File: src/rtl/corelet_seq_pkg.sv
`default_nettype none
// ============================================================================
// Module      : corelet_seq_pkg
// Description : Shared types and constants for the corelet instruction
//               sequencer: state encoding, inst_w codes, flush length.
// Revision    : 1.0 - initial release
// ============================================================================
package corelet_seq_pkg;

    // Sequencer states; explicit 3-bit encoding
    typedef enum logic [2:0] {
        S_IDLE    = 3'd0,
        S_LOAD    = 3'd1,
        S_LGAP    = 3'd2,
        S_EXEC    = 3'd3,
        S_FLUSH   = 3'd4,
        S_READOUT = 3'd5,
        S_DONE    = 3'd6
    } state_t;

    // Instruction codes presented to the corelet
    localparam logic [2:0] c_INST_IDLE = 3'b000;
    localparam logic [2:0] c_INST_LOAD = 3'b001;
    localparam logic [2:0] c_INST_EXEC = 3'b010;

    // Extra drain cycles beyond the array diagonal (row + col)
    localparam int c_FLUSH_PAD = 4;

    // Cycles needed to drain the MAC array into the OFIFO/SFU
    function automatic int flush_len(input int rows, input int cols);
        return rows + cols + c_FLUSH_PAD;
    endfunction

endpackage
`default_nettype wire

File: src/rtl/corelet_seq_counter.sv
`default_nettype none
// ============================================================================
// Module      : seq_counter
// Description : Loadable phase counter with terminal-count flag. The count
//               reloads when `load` is high and otherwise increments; `tc`
//               flags that the count equals `last`.
// Revision    : 1.0 - initial release
// ============================================================================
module seq_counter #(
    parameter int WIDTH = 16
) (
    input  logic             clk,
    input  logic             reset,
    input  logic             load,
    input  logic [WIDTH-1:0] load_val,
    input  logic [WIDTH-1:0] last,
    output logic [WIDTH-1:0] count,
    output logic             tc
);

    logic [WIDTH-1:0] r_count;

    // Phase count: reload on request, otherwise step by one
    always_ff @(posedge clk) begin
        if (reset) begin
            r_count <= '0;
        end else if (load) begin
            r_count <= load_val;
        end else begin
            r_count <= r_count + 1'b1;
        end
    end

    assign count = r_count;
    assign tc    = (r_count == last);

endmodule
`default_nettype wire

File: src/rtl/corelet_seq.sv
`default_nettype none
// ============================================================================
// Module      : corelet_seq
// Description : Weight-stationary instruction sequencer for the corelet.
//               Reads kernel weights and activations from xmem, issues the
//               aligned load/execute stream, steps kij over all kernel
//               positions and pulses readout_start after the last flush.
//               Optional macro CORELET_SEQ_PERF_EN adds a 16-bit saturating
//               busy-cycle counter on port cycle_cnt.
// Revision    : 1.0 - initial release
// ============================================================================
module corelet_seq
    import corelet_seq_pkg::*;
#(
    parameter int BW          = 4,
    parameter int ROW         = 8,
    parameter int COL         = 8,
    parameter int N_ACT       = 36,
    parameter int N_KIJ       = 9,
    parameter int A_BW        = 11,
    parameter int W_BASE      = 1024,
    parameter int READOUT_CYC = 18
) (
    input  logic                clk,
    input  logic                reset,
    input  logic                start,
    output logic                cen_xmem,
    output logic                wen_xmem,
    output logic [A_BW-1:0]     A_xmem,
    input  logic [ROW*BW-1:0]   Q_xmem,
    output logic [2:0]          inst_w,
    output logic [ROW*BW-1:0]   vector_data_in,
    output logic [3:0]          kij,
    output logic                readout_start,
    output logic                busy,
    output logic                done
`ifdef CORELET_SEQ_PERF_EN
    ,
    output logic [15:0]         cycle_cnt
`endif
);

    localparam int c_CW    = 16;
    localparam int c_FLUSH = flush_len(ROW, COL);

    // Weight addresses must fit in the xmem address space
    if (W_BASE + N_KIJ * COL > (1 << A_BW)) begin : g_param_check
        $error("corelet_seq: W_BASE + N_KIJ*COL exceeds xmem address space");
    end

    state_t            r_state;
    state_t            w_state_next;
    logic [3:0]        r_kij;
    logic [2:0]        r_inst_w;
    logic [c_CW-1:0]   w_c;
    logic              w_tc;
    logic [c_CW-1:0]   w_last;
    logic              w_c_load;
    logic              w_last_kij;
    logic              w_start_ok;

    assign w_last_kij = (r_kij == 4'(N_KIJ - 1));
    assign w_start_ok = (r_state == S_IDLE) && start;

    // Phase counter; restarts at zero on every state change
    assign w_c_load = (w_state_next != r_state) || (r_state == S_IDLE);

    seq_counter #(
        .WIDTH (c_CW)
    ) u_phase_cnt (
        .clk      (clk),
        .reset    (reset),
        .load     (w_c_load),
        .load_val ('0),
        .last     (w_last),
        .count    (w_c),
        .tc       (w_tc)
    );

    // Terminal count for the current phase
    always_comb begin
        w_last = '0;
        case (r_state)
            S_LOAD:    w_last = c_CW'(COL - 1);
            S_LGAP:    w_last = c_CW'(COL - 1);
            S_EXEC:    w_last = c_CW'(N_ACT - 1);
            S_FLUSH:   w_last = c_CW'(c_FLUSH - 1);
            S_READOUT: w_last = c_CW'(READOUT_CYC - 1);
            default:   w_last = '0;
        endcase
    end

    // State register
    always_ff @(posedge clk) begin
        if (reset) begin
            r_state <= S_IDLE;
        end else begin
            r_state <= w_state_next;
        end
    end

    // Next-state decode
    always_comb begin
        w_state_next = r_state;
        case (r_state)
            S_IDLE:    if (start) w_state_next = S_LOAD;
            S_LOAD:    if (w_tc)  w_state_next = S_LGAP;
            S_LGAP:    if (w_tc)  w_state_next = S_EXEC;
            S_EXEC:    if (w_tc)  w_state_next = S_FLUSH;
            S_FLUSH:   if (w_tc)  w_state_next = w_last_kij ? S_READOUT : S_LOAD;
            S_READOUT: if (w_tc)  w_state_next = S_DONE;
            S_DONE:    w_state_next = S_IDLE;
            default:   w_state_next = S_IDLE;
        endcase
    end

    // Kernel index: cleared on start, advanced only at FLUSH->LOAD so
    // no in-flight execute beat ever sees a changed kij
    always_ff @(posedge clk) begin
        if (reset) begin
            r_kij <= '0;
        end else if (w_start_ok) begin
            r_kij <= '0;
        end else if ((r_state == S_FLUSH) && w_tc && !w_last_kij) begin
            r_kij <= r_kij + 4'd1;
        end
    end

    // inst_w lags the address by one cycle so it lines up with Q_xmem
    always_ff @(posedge clk) begin
        if (reset) begin
            r_inst_w <= c_INST_IDLE;
        end else begin
            case (r_state)
                S_LOAD:  r_inst_w <= c_INST_LOAD;
                S_EXEC:  r_inst_w <= c_INST_EXEC;
                default: r_inst_w <= c_INST_IDLE;
            endcase
        end
    end

    // Output decode from state and counter registers only
    always_comb begin
        cen_xmem      = 1'b1;
        A_xmem        = '0;
        readout_start = 1'b0;
        busy          = 1'b1;
        done          = 1'b0;
        case (r_state)
            S_IDLE: begin
                busy = 1'b0;
            end
            S_LOAD: begin
                cen_xmem = 1'b0;
                A_xmem   = A_BW'(W_BASE) + A_BW'(r_kij) * A_BW'(COL) + A_BW'(w_c);
            end
            S_EXEC: begin
                cen_xmem = 1'b0;
                A_xmem   = A_BW'(w_c);
            end
            S_READOUT: begin
                readout_start = (w_c == '0);
            end
            S_DONE: begin
                busy = 1'b0;
                done = 1'b1;
            end
            default: begin
                cen_xmem = 1'b1;
            end
        endcase
    end

    assign wen_xmem       = 1'b1;
    assign inst_w         = r_inst_w;
    assign kij            = r_kij;
    assign vector_data_in = Q_xmem;

`ifdef CORELET_SEQ_PERF_EN
    logic [15:0] r_cycle_cnt;

    // Busy-cycle counter: cleared per run, saturating, held after DONE
    always_ff @(posedge clk) begin
        if (reset) begin
            r_cycle_cnt <= '0;
        end else if (w_start_ok) begin
            r_cycle_cnt <= '0;
        end else if (busy && (r_cycle_cnt != 16'hFFFF)) begin
            r_cycle_cnt <= r_cycle_cnt + 16'd1;
        end
    end

    assign cycle_cnt = r_cycle_cnt;
`endif

endmodule
`default_nettype wire

File: config.mk
export PLATFORM = sky130hd
export DESIGN_NAME = corelet_seq
export DESIGN_NICKNAME = d
export VERILOG_FILES = /design/src/rtl/corelet_seq_pkg.sv /design/src/rtl/corelet_seq_counter.sv /design/src/rtl/corelet_seq.sv
export SDC_FILE = /design/constraint.sdc
export NUM_CORES = 1
export LEC_CHECK = 0
export ABC_CLOCK_PERIOD_IN_PS = 7500
export BUFFER_PORTS_ARGS = -buffer_cell sky130_fd_sc_hd__buf_2
export CORE_MARGIN = 2
export CORE_UTILIZATION = 51
export DETAILED_ROUTE_END_ITERATION = 8
export PLACE_DENSITY = 0.87
export SLEW_MARGIN = 15
export SYNTH_ARGS = -nofsm -noshare
export SYNTH_HDL_FRONTEND = slang
export SYNTH_SLANG_ARGS = --single-unit
File: constraint.sdc
create_clock -name clk -period 7.5 [get_ports clk]
set_input_delay 0.375 -clock clk [delete_from_list [all_inputs] [get_ports clk]]
set_output_delay 0.375 -clock clk [all_outputs]
set_load 0.05 [all_outputs]
## Yosys cells after proc, flatten, opt, wreduce, memory -nomap -nowiden

Index checks and enable logic that the tools add are counted.

| storage, ports and cells | value |
|---|---|
| register bits | 26 |
| latch bits | 0 |
| RAM bits | 0 |
| ROM bits | 0 |
| input port bits | 35 |
| output and inout bits | 55 |
| word-level logic and storage cells | 44 |
| memories | 0 |

| cells by class | value |
|---|---|
| $add $sub $neg | 4 |
| multipliers | 0 |
| div/mod/pow operators | 0 |
| magnitude comparators | 0 |
| eq/ne operators | 9 |
| shift-type cells | 0 |
| mux-type cells | 15 |
| bitwise gates (word level) | 0 |
| reduce and logical (&&, ||, !) cells | 12 |

Operators by type and width:

| cell | number |
|---|---|
| $pmux 6 s4 | 1 |
| $pmux 11 s2 | 1 |
| $mux 3 | 7 |
| $pmux 3 s6 | 1 |
| $add 16x1->16 const B | 1 |
| $eq 16x6->1 | 1 |
| $logic_not 16->1 | 1 |
| $add 11x11->11 | 1 |
| $add 11x7->11 const A | 1 |
| $reduce_or 2->1 | 5 |
| $eq 3x3->1 const B | 3 |
| $eq 3x2->1 const B | 2 |
| $add 4x1->4 const B | 1 |
| $eq 4x4->1 const B | 1 |
| $mux 1 | 4 |
| $pmux 2 s2 | 1 |
| $eq 3x1->1 const B | 1 |
| $logic_and 1x1->1 | 3 |
| $logic_not 3->1 | 1 |
| $ne 3x3->1 | 1 |
| $logic_not 1->1 | 1 |
| $logic_or 1x1->1 | 1 |

## Depth between registers and ports, before layout

| logic depth | value |
|---|---|
| word-level depth | 9 |
| depth in mapped cells | 10 |

## Modules after synthesis

From an unflattened synthesis, not the netlist that was laid out.

| unflattened totals | value |
|---|---|
| cell total of the unflattened synthesis | 281 |
| area, all modules | 2270.9 sq um |

Modules (own cells, without submodules):

| module | times used | cells an instance | area an instance (sq um) | sequential area each (sq um) |
|---|---|---|---|---|
| corelet_seq | 1 | 161 | 1218.7 | 180.2 |
| seq_counter | 1 | 120 | 1052.3 | 320.3 |

## Worst setup path after synthesis

Ideal clock, no wire load.

| timing | value |
|---|---|
| path type | reg2reg |
| from | register r_state[2] |
| to | register r_state[2] |
| setup time | 0.117 ns |
| arrival | 2.870 ns |
| data required time | 7.383 ns |
| slack | 4.513 ns |
| stages on the path, launching flop included | 10 |
| cells stage by stage | dfxtp_1 -> clkbuf_1 -> nor2b_1 -> inv_1 -> clkbuf_1 -> nor2_1 -> ha_1 -> a211o_1 -> or4b_1 -> a32o_1 |

| between the ends | value |
|---|---|
| longest elaborated chain between the ends | 6 |

Ends and longest elaborated chain:

| what | line | source |
|---|---|---|
| from (decl) | corelet_seq.sv:51 | `state_t r_state;` |
| from (signal assigned) | corelet_seq.sv:98 | `r_state <= w_state_next;` |
| $eq 3x1->1 / $eq 3x2->1 (equally long branches) | corelet_seq.sv:83, corelet_seq.sv:105 |  |
| $reduce_or 2->1 (no source line) | n/a |  |
| $pmux 6 s4 | corelet_seq.sv:83 | `case (r_state)` |
| $eq 16x6->1 | corelet_seq_counter.sv:35 | `assign tc = (r_count == last);` |
| $mux 3 (on tied branches) | n/a |  |
| $pmux 3 s6 (*) | corelet_seq.sv:105 | `case (r_state)` |

Every way passes the cells marked *; elsewhere a longest branch is shown, timed or not.
A chain may end at the register's enable or synchronous reset.

## Worst setup path after layout

| timing | value |
|---|---|
| from | register r_state[0] |
| to | register u_phase_cnt.r_count[4] (netlist: u_phase_cnt.count[4]) |

| between the ends | value |
|---|---|
| longest elaborated chain between the ends | 9 |

Ends and longest elaborated chain:

| what | line | source |
|---|---|---|
| $eq 3x1->1 / $eq 3x2->1 (equally long branches) | corelet_seq.sv:83, corelet_seq.sv:105 |  |
| $reduce_or 2->1 (no source line) | n/a |  |
| $pmux 6 s4 | corelet_seq.sv:83 |  |
| $eq 16x6->1 | corelet_seq_counter.sv:35 |  |
| $mux 3 (on tied branches) | n/a |  |
| $pmux 3 s6 | corelet_seq.sv:105 |  |
| $ne 3x3->1 | corelet_seq.sv:66 | `assign w_c_load = (w_state_next != r_state) \|\| (r_state == S_IDLE);` |
| $logic_or 1x1->1 (*) | corelet_seq.sv:66 |  |
| $reduce_or 2->1 (no source line) (*) | n/a |  |
| to (signal assigned) | corelet_seq_counter.sv:28 | `r_count <= load_val;` |
| to (signal assigned) | corelet_seq_counter.sv:30 | `r_count <= r_count + 1'b1;` |
| to (decl) | corelet_seq_counter.sv:21 | `logic [WIDTH-1:0] r_count;` |

Marks and branches as above.

==> out/metrics.sh <==
STATUS='finished clean'
TOTALNEGATIVESETUPSLACK_NS=0
SYNTH_SEQUENTIAL_AREA_RATIO=0.261
CTS_TREE='done'
CTSHTREEMAXLEVEL=1
SYNTH-ADDER-AREA-SHARE=0.0691
VDD.IR_DROP.WORST_mV=0.239
POST_SYNTH_INSTANCE_AREA_MM2=0.00192
GRT_OVERFLOW_TOTAL=0
POST_SYNTH_INST_COUNT=247
GRT_PASS1_VIAS=1388
CP_TOP_FAMILY='compound AO/OA/AOI/OAI gates'
COMBINATIONAL_POWER_SHARE=0.472
DESIGN.PORTCOUNT=90
CRITICAL_PATH_PEAK_FANOUT=16
REPORT.POWER.TOTAL_W=0.000489
CTS_HOLD_BUFFERS=0
SYNTH_EDF_COUNT=0
LARGEST_STAGE_DELAY_WORST_PATH_NS=0.86
DRT_DRC_VIOLATIONS_LEFT=0
POSTCTSRESIZEDCELLS=0
LARGEST_NET_DEGREE_AT_THE_START_OF_GLOBAL_ROUTING=23
CLOCK-ROOT-BUFFER='sky130_fd_sc_hd__clkbuf_8'
DIEWIDTH_UM=65.3
POWER_DENSITY_mW_PER_MM2=266
NETSWITCHINGPOWER_W=0.000235
SYNTHESIS.AREA_PER_INSTANCE_UM2=7.77
SYNTHTOLAYOUTAREAGROWTH_PCT=-4.24
LEAKAGEPOWER_nW=0.776
DRTPASS1ITERATIONS=4
INITIAL_UTILIZATION=0.528
NUM_ANTENNA_CELLS=0
FINISH.INSTANCE_AREA_MM2=0.00184
PORT_BUFFERS=23
SYN_NETS=292
FINALWORSTPATHREQUIREDPERIOD_NS=3.00
MAX_CAP_VIOL_COUNT=0
CRIT_PATH_CELL_TRACE='nor2b_1 > inv_1 > nor2_1 > ha_1 > a211o_1 > o21ai_1 > nor2_1'
CTS_INSERTED_BUFFERS=3
ROUTED_WIRELENGTH_UM=3700
MEASURED_SLEW_AT_THE_WORST_SLEW_CHECK_PIN_NS=1.09
DIE_H_UM=65.3
SYNTH-SIMPLE-AREA-SHARE=0.253
ROUTED-VIA-COUNT=1497
CRITPATHMOSTFREQUENTCELL='sky130_fd_sc_hd__nor2_1'
GRT_ANTENNA_BEFORE_REPAIR=0
WORST_SETUP_PATH_START_KIND='register'
TIMING.CRITICAL_PATH.SLOWEST_STAGE_CELL='sky130_fd_sc_hd__o21ai_1'
CORE_REGION_AREA_MM2=0.00363
LAYOUT.FILLER_CELLS=367
ANTENNA_VIOLATING_NETS_LEFT=0
INTERNAL_POWER_W=0.000253
DETAILEDPLACEMENTHPWL_UM=2800
WL_CELL_UM=13.4
CTS.CLK_SLEW.WORST_PATHS_NS=0.09
DRT_VIA_DENSITY=5.40
WORSTSETUPSTARTPOINT='r_state[0]'
FINALWEIGHTEDCONGESTION=0.911
POSTSYNTH.TOPFLOPCELL='sky130_fd_sc_hd__dfxtp_1'
P_SW_FRAC=0.482
POSTPLACECELLAREA_MM2=0.00179
SYNTHMUXAREASHARE=0.0215
SLEW_VIOLATIONS=0
WORST_SLACK_NS=4.50
LAYOUT-DRIVE-GT1-SHARE=0.135
MIN_PATH_TYPE='in2reg'
SYNTH_COMPOUND_AREA_FRAC=0.116
SHARE_CLK_OF_TOTAL_POWER=0.169
DIEAREA_MM2=0.00427
TIMING_WORST_SETUP_PATH_TYPE='reg2reg'
POWER.SHARE.SEQUENTIAL=0.359
YS_WARN_COUNT=0
FMAX_GHz=0.334
GRT_FIRST_PASS_WIRELENGTH_UM=6130
NUMBER_OF_BUFFER_AND_INVERTER_INSTANCES_ALONG_THE_WORST_SETUP_PATH=1
FINAL-SETUP-VIOL-COUNT=0
INITIALDRTVIOLATIONCOUNT=98
HOLD_PATH.STARTPOINT='reset'
TRITONCTS_NUM_SINKS=25
SYNTH-ASYNC-RESET-RATIO=0
CRITICAL_PATH_REQUIRED_TIME_NS=7.62
WORST_SLACK_PLACED_NS=4.56
YS_TYPES=46
CTS_POST_SETUP_BUFFERS_INSERTED=0
CLOCK_SKEW_NS=0.00525
REGTOREGSTARTPOINT='r_state[0]'
SIGNAL_ARRIVAL_TIME_AT_THE_WORST_ENDPOINT_NS=3.11
FINALNETCOUNT=275
ROW_COUNT=22
RSZ0062_AT_GRT='no'
REPORT.FINAL.HOLD_VIOL_COUNT=0
FIN_WORST_HOLD_SLACK_NS=0.349
GRT_USE_TOTAL=0.178
PERIOD_SHARE=0.399
SYNTH_SEQ_CELLS=25
CLKLATENCYLATEPIN_NS=0.27
POST_SYNTH_XOR_AREA_FRACTION=0.0913
CTS.PATH.MAX_BUFFERS=2
CRIT_PATH_END_KIND='register'
SLEW-LIMIT-HEADROOM=0.265
LARGEST_FAMILY_OF_LOGIC_CELLS_BY_SYNTHESIZED_AREA='simple AND/OR/NAND/NOR gates'
## Yosys cell counts, drive strengths merged (2+ instances only)
cell / n / area share
a211o: 3 / 0.014
o21ai: 6 / 0.016
or4b: 2 / 0.010
buf: 36 / 0.14
nor2: 35 / 0.068
or3: 8 / 0.026
nand3b: 2 / 0.0078
o31ai: 2 / 0.0078
nand3: 7 / 0.018
nand4: 3 / 0.0098
inv: 13 / 0.025
mux2i: 3 / 0.016
xnor2: 10 / 0.046
conb: 2 / 0.0039
nor4: 2 / 0.0065
or4: 4 / 0.018
nand2b: 2 / 0.0065
nand2: 12 / 0.023
clkbuf: 9 / 0.018
and3: 4 / 0.013
a21o: 3 / 0.012
and2: 2 / 0.0065
nor3: 7 / 0.018
ha: 9 / 0.059
xor2: 10 / 0.046
a21oi: 11 / 0.029
dfxtp: 25 / 0.26
nor2b: 2 / 0.0065
## path summary, 6_finish.rpt
check                          endpoint  slack, ns  cells past startpoint
setup reg to reg   u_phase_cnt.count[4]       4.50                      7
hold reg to reg   u_phase_cnt.count[15]       0.54                      2
hold / removal               r_state[1]       0.35                      2
setup / recovery   u_phase_cnt.count[4]       4.50                      7
## layout by cell type, fill, tap and decap left out, drive strengths merged, types with 2 or more instances in the layout
master	count
nor2b	2
inv	13
conb	2
and2	2
nand3	7
nor2	35
o31ai	2
xnor2	10
or3	8
nor4	2
nor3	7
and3	4
a211o	3
o21ai	6
nand4	3
dfxtp	25
mux2i	3
or4b	2
clkbuf	3
nand2	12
a21oi	11
nand2b	2
a21o	3
ha	9
or4	4
buf	23
nand3b	2
xor2	10
## power groups by stage
stage                     sequential [W]  combinational [W]  clock (W)
final                           0.000175           0.000231  0.0000824
after global routing            0.000179           0.000252  0.0000900
after CTS                       0.000175           0.000229  0.0000830
after detailed placement        0.000178           0.000228          0
after global placement          0.000178           0.000225          0
after floorplan                 0.000163           0.000249          0
## flip-flops by register name, indices dropped and copies added, names as in the netlist
register           count
kij                    4
r_state                3
u_phase_cnt.count     16
inst_w                 2
## kinds of logic (layout without fill, tap and decap cells)
family | after synthesis | after routing
multiplexers | 4 | 4
buffers and inverters | 58 | 40
other | 2 | 2
AO/OA/AOI/OAI | 33 | 33
AND/OR/NAND/NOR | 95 | 95
adder cells (fa/ha/maj) | 10 | 10
XOR/XNOR | 20 | 20
flip-flops | 25 | 25
## layer usage
metal / track usage / up-vias / part of all wire
li1: - / 765 / -
met1: 0.243 / 669 / 0.46
met2: 0.273 / 59 / 0.45
met3: 0.0360 / 4 / 0.083
met4: 0.0703 / 0 / 0.0081
met5: 0 / - / 0
## stage by stage
| step | util | instances |
|---|---|---|
| floorplan | - | 247 |
| global placement | 0.492 | 273 |
| detailed placement | 0.492 | 273 |
| CTS | 0.506 | 277 |
| global route | 0.506 | 277 |
| finish | 0.506 | 277 |
## worst reg2reg max path: stages, from the launching register on
cell	delay, ns
sky130_fd_sc_hd__dfxtp_1	0.58
sky130_fd_sc_hd__nor2b_1	0.32
sky130_fd_sc_hd__inv_1	0.26
sky130_fd_sc_hd__nor2_1	0.16
sky130_fd_sc_hd__ha_1	0.27
sky130_fd_sc_hd__a211o_1	0.28
sky130_fd_sc_hd__o21ai_1	0.86
sky130_fd_sc_hd__nor2_1	0.14
## layout make-up
| type | instances | area (um^2) | area share |
|---|---|---|---|
| Clock buffer | 3 | 41.3 | 0.0225 |
| Clock inverter | 1 | 7.51 | 0.00408 |
| Inverter | 13 | 48.8 | 0.0265 |
| Multi-Input combinational cell | 164 | 1060 | 0.579 |
| Sequential cell | 25 | 500 | 0.272 |
| Tap cell | 48 | 60.1 | 0.0327 |
| Timing Repair Buffer | 23 | 115 | 0.0626 |
No activity file was read; power rests on OpenSTA's default activity.
